## src/rtl/instr_loader.sv

```systemverilog
// Byte-stream instruction loader: receives a 16-bit word count followed by big-endian
// words, writes them to instruction memory, then releases the processor from reset.
module instr_loader #(
    parameter int unsigned ADDR_W = 10
) (
    input  logic              clk,
    input  logic              rst,
    input  logic              start,
    input  logic              in_valid,
    input  logic [7:0]        in_data,
    output logic              in_ready,
    output logic              imem_we,
    output logic [ADDR_W-1:0] imem_addr,
    output logic [31:0]       imem_wdata,
    output logic              cpu_rst,
    output logic              busy,
    output logic              done,
    output logic              err
);

    localparam int unsigned DEPTH = 1 << (ADDR_W - 2);
    localparam int unsigned CNT_W = 16;

    typedef enum logic [2:0] {
        S_IDLE,
        S_LEN_HI,
        S_LEN_LO,
        S_DATA,
        S_WRITE,
        S_DONE,
        S_ERR
    } state_t;

    state_t             state_q, state_d;
    logic [7:0]         len_hi_q, len_hi_d;
    logic [CNT_W-1:0]   remain_q, remain_d;
    logic [1:0]         byte_cnt_q, byte_cnt_d;
    logic [23:0]        word_q, word_d;
    logic [ADDR_W-1:0]  addr_d;
    logic [31:0]        wdata_d;
    logic [CNT_W-1:0]   len_word;
    logic               xfer;
    logic               in_ready_d, imem_we_d, cpu_rst_d, busy_d, done_d, err_d;

    // Next-state, datapath and output decode; outputs are registered from state_d
    always_comb begin
        state_d    = state_q;
        len_hi_d   = len_hi_q;
        remain_d   = remain_q;
        byte_cnt_d = byte_cnt_q;
        word_d     = word_q;
        addr_d     = imem_addr;
        wdata_d    = imem_wdata;
        len_word   = {len_hi_q, in_data};
        xfer       = in_valid & in_ready;

        case (state_q)
            S_IDLE, S_DONE, S_ERR: begin
                if (start) begin
                    state_d    = S_LEN_HI;
                    addr_d     = '0;
                    byte_cnt_d = '0;
                    remain_d   = '0;
                end
            end
            S_LEN_HI: begin
                if (xfer) begin
                    len_hi_d = in_data;
                    state_d  = S_LEN_LO;
                end
            end
            S_LEN_LO: begin
                if (xfer) begin
                    if (len_word == '0) begin
                        state_d = S_DONE;
                    end else if (32'(len_word) > DEPTH) begin
                        state_d = S_ERR;
                    end else begin
                        remain_d = len_word;
                        state_d  = S_DATA;
                    end
                end
            end
            S_DATA: begin
                if (xfer) begin
                    word_d     = {word_q[15:0], in_data};
                    byte_cnt_d = byte_cnt_q + 2'd1;
                    if (byte_cnt_q == 2'd3) begin
                        wdata_d = {word_q, in_data};
                        state_d = S_WRITE;
                    end
                end
            end
            S_WRITE: begin
                // Address stays on the last word rather than stepping past the top
                if (remain_q > CNT_W'(1)) begin
                    addr_d   = imem_addr + ADDR_W'(4);
                    remain_d = remain_q - CNT_W'(1);
                    state_d  = S_DATA;
                end else begin
                    remain_d = '0;
                    state_d  = S_DONE;
                end
            end
            default: state_d = S_IDLE;
        endcase

        in_ready_d = (state_d == S_LEN_HI) || (state_d == S_LEN_LO) || (state_d == S_DATA);
        busy_d     = in_ready_d || (state_d == S_WRITE);
        imem_we_d  = (state_d == S_WRITE);
        done_d     = (state_d == S_DONE);
        err_d      = (state_d == S_ERR);
        cpu_rst_d  = (state_d == S_DONE);
    end

    // State, datapath and registered outputs
    always_ff @(posedge clk) begin
        if (!rst) begin
            state_q    <= S_IDLE;
            len_hi_q   <= '0;
            remain_q   <= '0;
            byte_cnt_q <= '0;
            word_q     <= '0;
            imem_addr  <= '0;
            imem_wdata <= '0;
            in_ready   <= 1'b0;
            imem_we    <= 1'b0;
            busy       <= 1'b0;
            done       <= 1'b0;
            err        <= 1'b0;
            cpu_rst    <= 1'b0;
        end else begin
            state_q    <= state_d;
            len_hi_q   <= len_hi_d;
            remain_q   <= remain_d;
            byte_cnt_q <= byte_cnt_d;
            word_q     <= word_d;
            imem_addr  <= addr_d;
            imem_wdata <= wdata_d;
            in_ready   <= in_ready_d;
            imem_we    <= imem_we_d;
            busy       <= busy_d;
            done       <= done_d;
            err        <= err_d;
            cpu_rst    <= cpu_rst_d;
        end
    end

endmodule

```

## config.mk

```make
export PLATFORM = sky130hd
export DESIGN_NAME = instr_loader
export DESIGN_NICKNAME = d
export VERILOG_FILES = /design/src/rtl/instr_loader.sv
export SDC_FILE = /design/constraint.sdc
export NUM_CORES = 1
export LEC_CHECK = 0
export CAP_MARGIN = 5
export CORE_MARGIN = 5
export CORE_UTILIZATION = 39
export DETAILED_ROUTE_END_ITERATION = 7
export PLACE_DENSITY = 0.62
export SLEW_MARGIN = 10
export SYNTH_ARGS = -nofsm -noshare
export SYNTH_HDL_FRONTEND = slang
export SYNTH_SLANG_ARGS = --single-unit
```

## constraint.sdc

```tcl
create_clock -name clk -period 2.3 [get_ports clk]
set_clock_uncertainty 0.1 [all_clocks]
set_input_delay 0.575 -clock clk [delete_from_list [all_inputs] [get_ports clk]]
set_output_delay 0.575 -clock clk [all_outputs]
set_load 0.01 [all_outputs]
```

==> flow_summary.ini <==
[run_status]
outcome = finished, final reports clean

[setup_path]
cp.arrival_ps = 2390
worst_setup_path_start_kind = primary input
cp.required_ps = 2430
path_class = in -> reg
critPathMaxFanout = 8
end_kind = flip-flop

[die]
die_h_um = 114
ios = 60
initial_core_util = 0.402
core_area_um2 = 10400
placementRows = 37
dieArea_um2 = 12900
die_x_um = 114

[clock_tree]
clockBufferDepth = 2
clock_latency_ps = 360
cts.sinks = 98
postCtsSetupBuffers = 0
cts_hold_repair.buffers = 0
cts_made_buffers = 9
htree_levels = 3
cts_tree = yes
ctsRootBufferMaster = clkbuf_8
cts.clk_slew.worst_paths_ps = 90

[timing]
min_period_over_period = 0.981
finalHoldViolations = 0
setup_viol = 0
period_minus_slack_ps = 2260
finalMaxSlewViolations = 0
rsz0062_at_grt = false
worst_pin_slew_ps = 507
clock.fmax_ghz = 0.443
slew-limit-headroom = 0.662

[global_route]
grt_max_degree = 85
grt_pass1_wl_mm = 16.5
grt_use_total = 0.156
antenna_found_initial = 0
grt_overflow = 0
grt_pass1_vias = 3473

[yosys]
synthXorXnorAreaFrac = 0.0293
synth_area_leaders = dfxtp_1 47%, nand2_1 12%, a21oi_1 7.9%
postSynthCellCount = 523
seq_area_frac_synth = 0.469
synth_adder_area_share = 0.0120
synth_top_cell_area_share = 0.469
synth_edf_count = 0
synth_most_common_cell = nand2_1
synth_compound_area_frac = 0.168
yosys.area.top_type = dfxtp_1
synth.mux.area_fraction = 0.0242
yosysWarnings = 0
avgSynthCellArea_um2 = 8.00
synth.distinct_cells = 52
synth-simple-area-share = 0.254
yosys_register_bits = 98
syn_area_um2 = 4180
ys_async_sr_fraction = 0
synth_top_cells_by_count = 136 x nand2_1, 98 x dfxtp_1, 66 x a21oi_1
synth_top_family_by_area = simple AND/OR/NAND/NOR gates
synth_ff_type = dfxtp_1

[detailed_routing]
viasPerCell = 5.04
routed_wl_mm = 9.89
dr.pass1.iters = 4
drc = 0
drtIter0Drc = 228
vias = 3717
drt-wirelength-per-cell_um = 13.4
postRouteAntennaNets = 0

[placed_design]
dpl_cell_area_um2 = 5100
gp_congestion = 0.820
port_buffers = 57
dp_hpwl_mm = 6.93

[pwr]
power_density_nw_per_um2 = 562
peakVddDrop_uv = 278
p_leak_uw = 0.00193
total_power_uw = 3020

[final_layout]
final_util = 0.516
final_net_count = 612
seq_area_um2 = 1960
antenna_cells = 0
multi_input_area_um2 = 2090
postLayoutCellArea_um2 = 5380
syn_to_final_growth_pct = 28.5
drive_above_1_share = 0.133
nFillCells = 1010

[run]
maxCapViolations = 0

[worst_hold_path]
hp-class = reg -> reg
## where the power goes
group / switching [uW] / internal [uW] / total, uW
clock: 634 / 446 / 1080
sequential: 11.2 / 1710 / 1720
combinational: 121 / 99.6 / 221
total: 767 / 2250 / 3020
## sequential cells by signal, indices dropped and copies added (netlist names)
name / flops
busy: 1
byte_cnt_q: 2
done: 1
err: 1
imem_addr: 8
imem_wdata: 32
imem_we: 1
in_ready: 1
len_hi_q: 8
remain_q: 16
state_q: 3
word_q: 24
## what timing repair did
| item | in CTS | in global routing |
|---|---|---|
| gates cloned | 0 | 1 |
| endpoints found under the setup margin | 16 | 22 |
| resized for setup | 6 | 10 |
| pin swaps | 2 | 5 |
| hold endpoints to repair | 0 | 0 |
## cell type report
type	count	area share
Clock inverter	6	0.0102
Multi-Input combinational cell	385	0.389
Tap cell	136	0.0317
Clock buffer	10	0.0256
Sequential cell	98	0.365
Inverter	9	0.00628
Timing Repair Buffer	93	0.172
## metrics by stage
stage               instances  setup slack, ps  TNS (ps)  hold slack (ps)
CTS                       736            -8.44     -16.9              362
global placement          720             -444     -8510              345
floorplan                 524             24.9         0              332
global route              737             13.2         0              378
finish                    737             44.8         0              357
detailed placement        720             -483     -9660              347
## final timing paths
check                           depth (start not counted)  slack [ps]                           to                   startpoint
worst min-delay path                                    2         360  imem_wdata[28]$_SDFFE_PN0P_  imem_wdata[28]$_SDFFE_PN0P_
worst max-delay path                                    8          40     remain_q[8]$_SDFFE_PN0P_                   in_data[7]
worst max register to register                          8         250    imem_addr[9]$_SDFFE_PN0P_     remain_q[0]$_SDFFE_PN0P_
worst min register to register                          2         360  imem_wdata[28]$_SDFFE_PN0P_  imem_wdata[28]$_SDFFE_PN0P_
## worst max-delay path: stages
cell,delay [ps]
clkdlybuf4s50_1,440
or4_4,470
o21a_1,240
nor2_4,160
a211oi_4,100
clkbuf_16,170
a22oi_1,180
nor2_1,60
## cells by family (layout without fill, tap and decap cells)
family	after synthesis	after routing
buffers and inverters	41	118
XOR/XNOR	14	14
adder cells (fa/ha/maj)	4	4
other	1	2
flip-flops	98	98
multiplexers	10	10
AND/OR/NAND/NOR	238	238
AO/OA/AOI/OAI	117	117
## layer usage
layer  routed length (um)  up-vias  global-route usage
li1                     -     1903                   -
met1                 4890     1736               0.219
met2                 4450       72               0.240
met3                  465        6              0.0297
met4                   83        0              0.0529
met5                    0        -                   0
## layout by cell type, fill, tap and decap left out, types with 7 or more instances in the layout
| master | synthesis | routed |
|---|---|---|
| mux2i_1 | 9 | 9 |
| nor3_1 | 12 | 12 |
| clkdlybuf4s50_1 | 0 | 50 |
| dfxtp_1 | 98 | 98 |
| clkbuf_8 | 0 | 10 |
| a21oi_1 | 66 | 66 |
| nand2_1 | 136 | 136 |
| nor2_1 | 44 | 43 |
| dlymetal6s2s_1 | 0 | 7 |
| a22oi_1 | 10 | 9 |
| xnor2_1 | 8 | 8 |
| inv_1 | 9 | 8 |
| buf_4 | 3 | 31 |
| o21ai_0 | 20 | 19 |
No activity file was read; power rests on OpenSTA's default activity.
